$ cat config.mk
export PLATFORM = sky130hd
export DESIGN_NAME = wb_ram_bist_master
export DESIGN_NICKNAME = d
export VERILOG_FILES = /design/src/rtl/wb_ram_bist_master.sv
export SDC_FILE = /design/constraint.sdc
export NUM_CORES = 1
export LEC_CHECK = 0
export ABC_CLOCK_PERIOD_IN_PS = 4200
export CORE_MARGIN = 2
export CORE_UTILIZATION = 54
export CTS_BUF_LIST = sky130_fd_sc_hd__clkbuf_4 sky130_fd_sc_hd__clkbuf_8
export DETAILED_ROUTE_END_ITERATION = 7
export PLACE_DENSITY = 0.89
export SLEW_MARGIN = 30
export SYNTH_ARGS = -nofsm -noshare
export SYNTH_HDL_FRONTEND = slang
export SYNTH_SLANG_ARGS = --single-unit
export TNS_END_PERCENT = 1
$ cat constraint.sdc
create_clock -name wb_clk_i -period 4.2 [get_ports wb_clk_i]
set_clock_uncertainty 0.1 [all_clocks]
set_input_delay 0.84 -clock wb_clk_i [delete_from_list [all_inputs] [get_ports wb_clk_i]]
set_output_delay 0.84 -clock wb_clk_i [all_outputs]
set_load 0.05 [all_outputs]
$ cat src/rtl/wb_ram_bist_master.sv
// Purpose : Wishbone BIST master. Fills WORDS words from BASE_ADR with a pattern, then reads them back and compares.
// Latency : 2 cycles minimum per transfer; a zero-wait slave gives 4*WORDS+2 cycles from the start edge to done_o.
// Backpressure: one outstanding transaction; the request is held stable until ack and abandoned after TIMEOUT cycles.
// Ports   : wb_clk_i / wb_rstn_i clock and async active-low reset; start_i / seed_i run control;
//           wbm_* Wishbone master port; busy_o, done_o, pass_o, err_cnt_o, first_err_adr_o, timeout_o status.
// Option  : define BIST_LFSR_PATTERN_EN to use a 32-bit Galois LFSR pattern instead of the index XOR pattern.
module wb_ram_bist_master #(
  parameter logic [31:0] BASE_ADR = 32'h3000_0000,
  parameter int unsigned WORDS    = 256,
  parameter int unsigned TIMEOUT  = 1024,
  parameter int unsigned CNT_W    = 16
) (
  input  logic             wb_clk_i,
  input  logic             wb_rstn_i,
  input  logic             start_i,
  input  logic [31:0]      seed_i,
  output logic             wbm_cyc_o,
  output logic             wbm_stb_o,
  output logic             wbm_we_o,
  output logic [3:0]       wbm_sel_o,
  output logic [31:0]      wbm_adr_o,
  output logic [31:0]      wbm_dat_o,
  input  logic [31:0]      wbm_dat_i,
  input  logic             wbm_ack_i,
  output logic             busy_o,
  output logic             done_o,
  output logic             pass_o,
  output logic [CNT_W-1:0] err_cnt_o,
  output logic [31:0]      first_err_adr_o,
  output logic             timeout_o
);

  localparam int unsigned   TW       = $clog2(TIMEOUT + 1);
  localparam logic [15:0]   LAST_IDX = 16'(WORDS - 1);
  localparam logic [TW-1:0] TMO_LAST = TW'(TIMEOUT - 1);

  typedef enum logic [2:0] {
    S_IDLE, S_WR, S_WGAP, S_RD, S_RGAP, S_DONE
  } state_t;

  state_t            state, state_nxt;
  logic              start_q, start_qq;
  logic [31:0]       seed_q;
  logic [15:0]       idx;
  logic [TW-1:0]     wcnt;
  logic [CNT_W-1:0]  err_cnt_q;
  logic [31:0]       first_err_q;
  logic              timeout_q, done_q, pass_q;
  logic              stb, we, busy;
  logic              start_edge, acked, last, tmo_hit, mismatch;
  logic [31:0]       cur_adr, pattern;

  assign start_edge = (state == S_IDLE) && start_q && !start_qq;
  assign acked      = stb && wbm_ack_i;
  assign last       = (idx == LAST_IDX);
  assign tmo_hit    = stb && !wbm_ack_i && (wcnt == TMO_LAST);
  assign cur_adr    = BASE_ADR + {14'd0, idx, 2'b00};
  assign mismatch   = (wbm_dat_i != pattern);

`ifdef BIST_LFSR_PATTERN_EN
  localparam logic [31:0] TAPS = 32'h8020_0003;
  logic [31:0] lfsr_q;

  // An all-zero state would lock the LFSR, so a zero seed starts from 1.
  function automatic logic [31:0] lfsr_init(input logic [31:0] s);
    return (s == 32'd0) ? 32'h0000_0001 : s;
  endfunction

  assign pattern = lfsr_q;

  always_ff @(posedge wb_clk_i or negedge wb_rstn_i) begin
    if (!wb_rstn_i) begin
      lfsr_q <= 32'd0;
    end else if (start_edge) begin
      lfsr_q <= lfsr_init(seed_i);
    end else if (acked) begin
      // The last write ack rewinds the sequence so the read phase sees the same words.
      if (state == S_WR && last)
        lfsr_q <= lfsr_init(seed_q);
      else
        lfsr_q <= {1'b0, lfsr_q[31:1]} ^ (lfsr_q[0] ? TAPS : 32'd0);
    end
  end
`else
  assign pattern = seed_q ^ {~idx, idx};
`endif

  always_ff @(posedge wb_clk_i or negedge wb_rstn_i) begin
    if (!wb_rstn_i) state <= S_IDLE;
    else            state <= state_nxt;
  end

  // The gap states give the idle cycle between transfers. idx is back at 0
  // only after the last word of a phase, which selects the next phase.
  always_comb begin
    state_nxt = state;
    stb       = 1'b0;
    we        = 1'b0;
    busy      = 1'b0;
    case (state)
      S_IDLE: if (start_edge) state_nxt = S_WR;
      S_WR: begin
        stb  = 1'b1;
        we   = 1'b1;
        busy = 1'b1;
        if (wbm_ack_i)              state_nxt = S_WGAP;
        else if (wcnt == TMO_LAST)  state_nxt = S_DONE;
      end
      S_WGAP: begin
        busy      = 1'b1;
        state_nxt = (idx == 16'd0) ? S_RD : S_WR;
      end
      S_RD: begin
        stb  = 1'b1;
        busy = 1'b1;
        if (wbm_ack_i)              state_nxt = S_RGAP;
        else if (wcnt == TMO_LAST)  state_nxt = S_DONE;
      end
      S_RGAP: begin
        busy      = 1'b1;
        state_nxt = (idx == 16'd0) ? S_DONE : S_RD;
      end
      S_DONE:  state_nxt = S_IDLE;
      default: state_nxt = S_IDLE;
    endcase
  end

  always_ff @(posedge wb_clk_i or negedge wb_rstn_i) begin
    if (!wb_rstn_i) begin
      start_q     <= 1'b0;
      start_qq    <= 1'b0;
      seed_q      <= 32'd0;
      idx         <= 16'd0;
      wcnt        <= '0;
      err_cnt_q   <= '0;
      first_err_q <= 32'd0;
      timeout_q   <= 1'b0;
      done_q      <= 1'b0;
      pass_q      <= 1'b0;
    end else begin
      start_q  <= start_i;
      start_qq <= start_q;

      // Wait counter restarts with every request since stb always drops between transfers.
      if (!stb || wbm_ack_i)    wcnt <= '0;
      else if (wcnt != TMO_LAST) wcnt <= wcnt + TW'(1);

      if (start_edge) begin
        seed_q      <= seed_i;
        idx         <= 16'd0;
        err_cnt_q   <= '0;
        first_err_q <= 32'd0;
        timeout_q   <= 1'b0;
        done_q      <= 1'b0;
        pass_q      <= 1'b0;
      end

      if (acked) idx <= last ? 16'd0 : idx + 16'd1;

      if (state == S_RD && acked && mismatch) begin
        if (err_cnt_q != {CNT_W{1'b1}}) err_cnt_q <= err_cnt_q + CNT_W'(1);
        if (err_cnt_q == '0)            first_err_q <= cur_adr;
      end

      if (tmo_hit) timeout_q <= 1'b1;

      if (state == S_DONE) begin
        done_q <= 1'b1;
        pass_q <= (err_cnt_q == '0) && !timeout_q;
      end
    end
  end

  // Bus outputs are decoded from state so an asynchronous reset drops them at once.
  assign wbm_cyc_o       = stb;
  assign wbm_stb_o       = stb;
  assign wbm_we_o        = we;
  assign wbm_sel_o       = stb ? 4'hF : 4'h0;
  assign wbm_adr_o       = stb ? cur_adr : 32'd0;
  assign wbm_dat_o       = (stb && we) ? pattern : 32'd0;
  assign busy_o          = busy;
  assign done_o          = done_q;
  assign pass_o          = pass_q;
  assign err_cnt_o       = err_cnt_q;
  assign first_err_adr_o = first_err_q;
  assign timeout_o       = timeout_q;

endmodule

==> summary.txt <==
Outcome
  – Status: finished, final reports clean

Power and ir drop
  – Overall Power: approximately 0.0062 W
  – P_leak: between 4 and 5 nW
  – Pwr Density: a little under 700 nW/µm²
  – Max VDD drop: about 0.00062 V

Yosys
  – Synth Cell Area: 6630 µm²
  – Area share of the largest cell type after synthesis: 0.434
  – Main synth FF type: dfrtp_1
  – Proportion of synthesized chip area in sequential cells: 0.434
  – Largest area contributor in the netlist: dfrtp_1
  – Mean Syn Cell Area: between 9 and 10 µm²
  – Syn Inst Count: 712
  – Number of distinct library cells after synthesis: around 60
  – Async SR Flop Fraction: 1.00
  – Synth warn: 0
  – Top cells by area, synth: dfrtp_1 43%, nand2_1 8.0%, xnor2_1 5.0%
  – Synthesized flop and latch total: 115
  – EDFF count, synth: 0

Die
  – Initial Util: 0.552
  – DIE AREA: between 10000 and 15000 µm²
  – Die Ht: between 100 and 150 µm
  – Die width: between 100 and 150 µm
  – Core Rows: 40
  – Num ports: approximately 190
  – Core Region: ~12000 µm²

Timing
  – Tcrit/Tclk final: 0.802
  – RSZ-0062 raised after global routing: false
  – Fin crit period: about 3.4 ns
  – Highest Clock Rate: 297 MHz
  – Final hold vios: 0
  – Slew at the pin closest to its max-slew limit: 0.898 ns
  – Post-Route Setup TNS: 0 ns
  – Final setup viols: 0
  – Fin. max-slew vios: 0
  – Rel. slew slack: 0.396

Finish
  – Layout Nets: 942
  – Synth-to-Final Area Change: 36.7%
  – Share of layout cells above drive strength 1: 0.103
  – Most frequent cells in the layout: 142 x nand2_1, 142 x clkdlybuf4s50_1, 115 x dfrtp_1, 82 x nor2_1, 38 x xnor2_1
  – Antenna Diode Count: 0

Route
  – Final ANT Viol Nets: 0
  – First DRT Iteration DRCs: around 440
  – Vias/cell: about 5.7
  – Wire per inst: 18.2 µm
  – Remaining DRCs: 0
  – Detailed-router iteration count before antenna repair: 5
  – Vias: around 5800
  – Post-Route WL: about 19000 µm

Global routing
  – Vias in the first global route: between 5000 and 6000
  – Pin count of the biggest net entering global routing: approximately 120
  – GRT Total Usage: 0.292
  – First-pass GRT wire length: slightly below 30000 µm
  – Global route total overflow: 0
  – Antenna violations before repair: 0

Clock tree
  – Clock transition at path regs: ~0.070 ns
  – TritonCTS clock tree: done
  – Post-CTS setup buffer count: 0
  – CTS-repair resized insts: 0
  – H-tree depth: 4
  – Worst-Skew Late Latency: approximately 0.45 ns
  – Clock sink count: between 100 and 150
  – Clock root cell: clkbuf_8
  – Num CTS Buffers: 17
  – Post-CTS Hold Buffers: 0
  – Clock buffer depth: 2

Min path
  – Min-Delay Path Depth: 0
  – Min-delay src: start_q$_DFF_PN0_
  – Worst hold path class: flip-flop to flip-flop
  – Hold Path End: start_qq$_DFF_PN0_

Place
  – Buffers on Ports: 176
  – Routability cong.: 0.915
  – DP HPWL: between 10000 and 15000 µm

Setup path
  – Crit-path max FO: 29
  – Top delay family on crit path: buffers and inverters
  – Reg2Reg Depth: 8
  – Buf+Inv Stages, Crit Path: 4
  – Worst R2R Start: idx[2]$_DFFE_PN0P_
  – CP cell instances: nand2b_1 -> inv_1 -> nand2b_1 -> buf_4 -> inv_1 -> and2_1 -> buf_4
  – CP max stage delay: 0.46 ns
  – RR Endpoint: first_err_adr_o[29]$_DFF_PN0_
  – Flop2flop setup slack: roughly 1.1 ns
  – Worst EP arrival: 2.43 ns
  – Critical Path End Type: output port
  – Slowest-stage cell, CP: dfrtp_1
  – Required time of the critical path: between 3 and 4 ns
  – WS Path Type: flip-flop to output port
  – Startpoint types: flip-flop

Flow run
  – Maxcap violations: 0
==> routing by layer <==
metal | track usage | vias to the layer above | routed length (µm)
met2 | 0.474 | 331 | 9350
met5 | 0 | - | 0
li1 | - | 2668 | -
met1 | 0.379 | 2796 | 7390
met4 | 0.114 | 0 | 523
met3 | 0.0775 | 42 | 1510
==> synth_stat cells (8+ instances only) <==
master / number
o21ai_0: 19
xnor3_1: 9
nor3_1: 8
nand3_1: 29
xnor2_1: 38
nand4_1: 9
buf_2: 10
nand2_1: 142
xor2_1: 23
xor3_1: 9
nor2_1: 82
dfrtp_1: 115
nor4_1: 12
clkbuf_1: 19
mux2i_1: 17
inv_1: 25
and2_1: 20
buf_4: 23
a21oi_1: 9
==> registers in the layout, indices dropped and copies added (netlist names) <==
name             count
wcnt                11
done_o               1
timeout_o            1
state                3
pass_o               1
err_cnt_o           16
idx                 16
start_q              1
start_qq             1
first_err_adr_o     32
seed_q              32
==> stage by stage <==
stage | instance area, µm² | std cells | util | setup slack (ns) | hold slack (ns)
after global routing | 9070 | 1029 | 0.755 | 0.660 | 0.321
after CTS | 9050 | 1028 | 0.754 | 0.819 | 0.316
final | 9070 | 1029 | 0.755 | 0.831 | 0.309
after global placement | 8620 | 996 | 0.718 | 0.667 | 0.293
after detailed placement | 8620 | 996 | 0.718 | 0.631 | 0.304
after floorplan | 6680 | 725 | - | 0.859 | 0.266
==> logic make-up after synthesis <==
kind of cell,synth area share
other cells,0.000566
flops,0.434
mux,0.0291
xor+xnor,0.151
simple gates,0.227
fa+ha+maj,0.00944
buf+inv,0.0708
compound gates,0.0783
==> area by class of cell <==
type                       count  area, µm²
clock buffer                  18        248
clock inverter                14        186
fill                         811       2950
inverter                      25       93.8
multi-input combinational    522       3340
sequential                   115       2880
tap                          147        184
timing repair buffer         188       2130
==> worst reg2reg max path: cells and delay by family (launching register included) <==
family | cells | cell delay, ns
flops | 1 | 0.63
buf+inv | 2 | 0.51
compound gates | 2 | 0.43
xor+xnor | 1 | 0.50
simple gates | 3 | 0.86
==> worst max-delay path by stage <==
stage                             end  slack, ns                 start  cells past startpoint
3_3_place_gp   err_cnt_o[6]$_DFF_PN0_       0.67         wbm_dat_i[18]                      8
5_1_grt                 wbm_dat_o[31]       0.66  state[2]$_DFFE_PN0P_                      7
3_5_place_dp   err_cnt_o[6]$_DFF_PN0_       0.63         wbm_dat_i[18]                      8
2_1_floorplan           wbm_dat_o[10]       0.86  state[2]$_DFFE_PN0P_                      6
6_report                wbm_dat_o[31]       0.83  state[2]$_DFFE_PN0P_                      7
4_1_cts                 wbm_dat_o[31]       0.82  state[2]$_DFFE_PN0P_                      7
==> power by group <==
part	leakage (nW)	total, W	switching [W]	internal (W)
registers	1.53	0.00163	0.000293	0.00134
logic	2.38	0.00341	0.00201	0.00140
clock network	0.206	0.00113	0.000478	0.000657
total	4.12	0.00618	0.00278	0.00340
Power figures use the tool's default switching activity.
==> RTL change: new RTL, same flow settings <==
`TIMEOUT`: 1024 -> 256.
--- a/src/rtl/wb_ram_bist_master.sv
+++ b/src/rtl/wb_ram_bist_master.sv
@@ -8,5 +8,5 @@
   parameter logic [31:0] BASE_ADR = 32'h3000_0000,
   parameter int unsigned WORDS    = 256,
-  parameter int unsigned TIMEOUT  = 1024,
+  parameter int unsigned TIMEOUT  = 256,
   parameter int unsigned CNT_W    = 16
 ) (
Formal check against the unedited RTL: same outputs for any inputs over 10 cycles, from zero or initial values and one cycle with wb_rstn_i low; that may be too few to reach the edited logic, so the function may still have changed.
==> RTL change against the original RTL <==
- combinational power grew 6.2%
- synthesized cell count grew 2.1%
- die area is 0.40% higher
- setup slack worse by 290 ps
- cell count is 0.29% higher
- critical endpoint is now wbm_adr_o[7]
- total power is 2.5% higher
- cell area hardly changed
- sequential power is 5% higher
- wire length down 4.7%
- worst hold slack lost 11 ps
- area after synthesis up 0.42%
- largest power group unchanged
- sequential cell count is 2 lower
- critical path depth down 4
==> RTL change: results <==
metrics = {
    "logic_synthesis": {
        "netlist_top_cells_area": "dfrtp_1 42%, nand2_1 8.3%, xnor3_1 5.4%, xnor2_1 4.5%, nor2_1 3.6%",
        "yosys_warnings": 0,
        "synth_top_area_share_pct": 42.5,
        "yosys-top-cells-count": "148 x nand2_1, 113 x dfrtp_1, 63 x nor2_1",
        "ys_seq_area_share_pct": 42.5,
        "async_flop_share_pct": 100,
        "synth_cell_types": 53,
    },
    "power_and_ir_drop": {
        "leakage_uw": 0.00425,
        "ir_worst_vdd_mv": 0.552,
        "p_int_uw": 3420,
    },
    "setup_path": {
        "rr_startpoint": "idx[8]",
        "r2r_end": "err_cnt_o[2]",
        "cp_data_arrival_time_ps": 2720,
        "rr_worst_depth": 7,
        "rrSetupSlack_ps": 830,
        "path_max_fanout": 27,
        "slowest_delay_ps": 810,
        "critPathSlowestCell": "clkdlybuf4s50_1",
    },
    "drt": {
        "wl_um": 17900,
        "drt_iter0_drc": 440,
        "via_per_inst": 5.60,
    },
    "global_routing": {
        "grt_pass1_wl_um": 29000,
        "grt_pass1_vias": 5740,
        "grt_use_total_pct": 28.3,
        "grt_start_max_net_pins": 64,
    },
    "placed_design": {
        "hpwl_um": 12700,
        "finalWeightedCongestion": 0.887,
        "post-place-ws_ps": 401,
    },
    "cells_and_area": {
        "nets": 946,
        "final_layout_size_suffix_gt1_share_pct": 10.1,
        "n_antenna_cell": 0,
        "fillers": 782,
    },
    "cts": {
        "clock-root-buffer": "clkbuf_8",
    },
    "worst_hold_path": {
        "whs_path_depth": 0,
        "hold_path_class": "reg -> reg",
    },
    "timing": {
        "worst_pin_slew_ps": 910,
        "holdWs_ps": 298,
    },
    "status": {
        "status": "complete, no violations",
    },
}
[RTL change: cell families after synthesis]
group / share of synthesized area, %
AOI/OAI and AO/OA: 6.80
xor gates and xnor gates: 14.8
adders and majority gates: 1.13
buffers and inverters: 7.29
DFF: 42.5
muxes: 3.03
other: 0.0563
and+or+nand+nor: 24.4
[RTL change: cell type report]
cell class	instances	area share, %
Clock buffer	20	2.90
Clock inverter	12	1.28
Inverter	23	0.953
Multi-Input combinational cell	531	37.6
Sequential cell	113	31.2
Tap cell	147	2.03
Timing Repair Buffer	186	24.0
[RTL change: how the worst max path moves through the flow]
stage,start,end,slack [ps],cells past startpoint
2_1_floorplan,state[2],wbm_adr_o[10],950,5
3_3_place_gp,wbm_dat_i[24],err_cnt_o[12],490,8
3_5_place_dp,wbm_dat_i[24],first_err_adr_o[14],400,8
4_1_cts,state[2],wbm_adr_o[7],530,3
5_1_grt,state[2],wbm_adr_o[7],390,3
6_report,state[2],wbm_adr_o[7],540,3
[RTL change: power groups by stage]
stage / combinational (uW) / clock, uW / sequential, uW
after floorplan: 2110 / 0 / 1840
after global placement: 3550 / 0 / 1700
after detailed placement: 3610 / 0 / 1720
after CTS: 3630 / 1000 / 1700
after global routing: 3810 / 1060 / 1750
final: 3620 / 993 / 1710
[RTL change: metrics by stage]
step	cells	total power [uW]	instance area [um2]	util, %
floorplan	740	3950	6710	-
global placement	1000	5250	8680	72.3
detailed placement	1000	5330	8680	72.3
CTS	1032	6340	9060	75.4
global route	1032	6620	9060	75.4
finish	1032	6330	9060	75.4
[RTL change: worst max-delay path, delay by kind of cell (launching register included)]
family        cells  cell delay [ps]
buf+inv           1              810
flops             1              510
simple gates      2              960
[RTL change: routing by layer]
layer / wire [um] / vias to the layer above / share of wire (%) / track usage, %
li1: - / 2685 / - / -
met1: 7220 / 2764 / 40 / 35.7
met2: 8550 / 287 / 48 / 45.8
met3: 1490 / 48 / 8.4 / 8.07
met4: 619 / 0 / 3.5 / 12.3
met5: 0 / - / 0 / 0
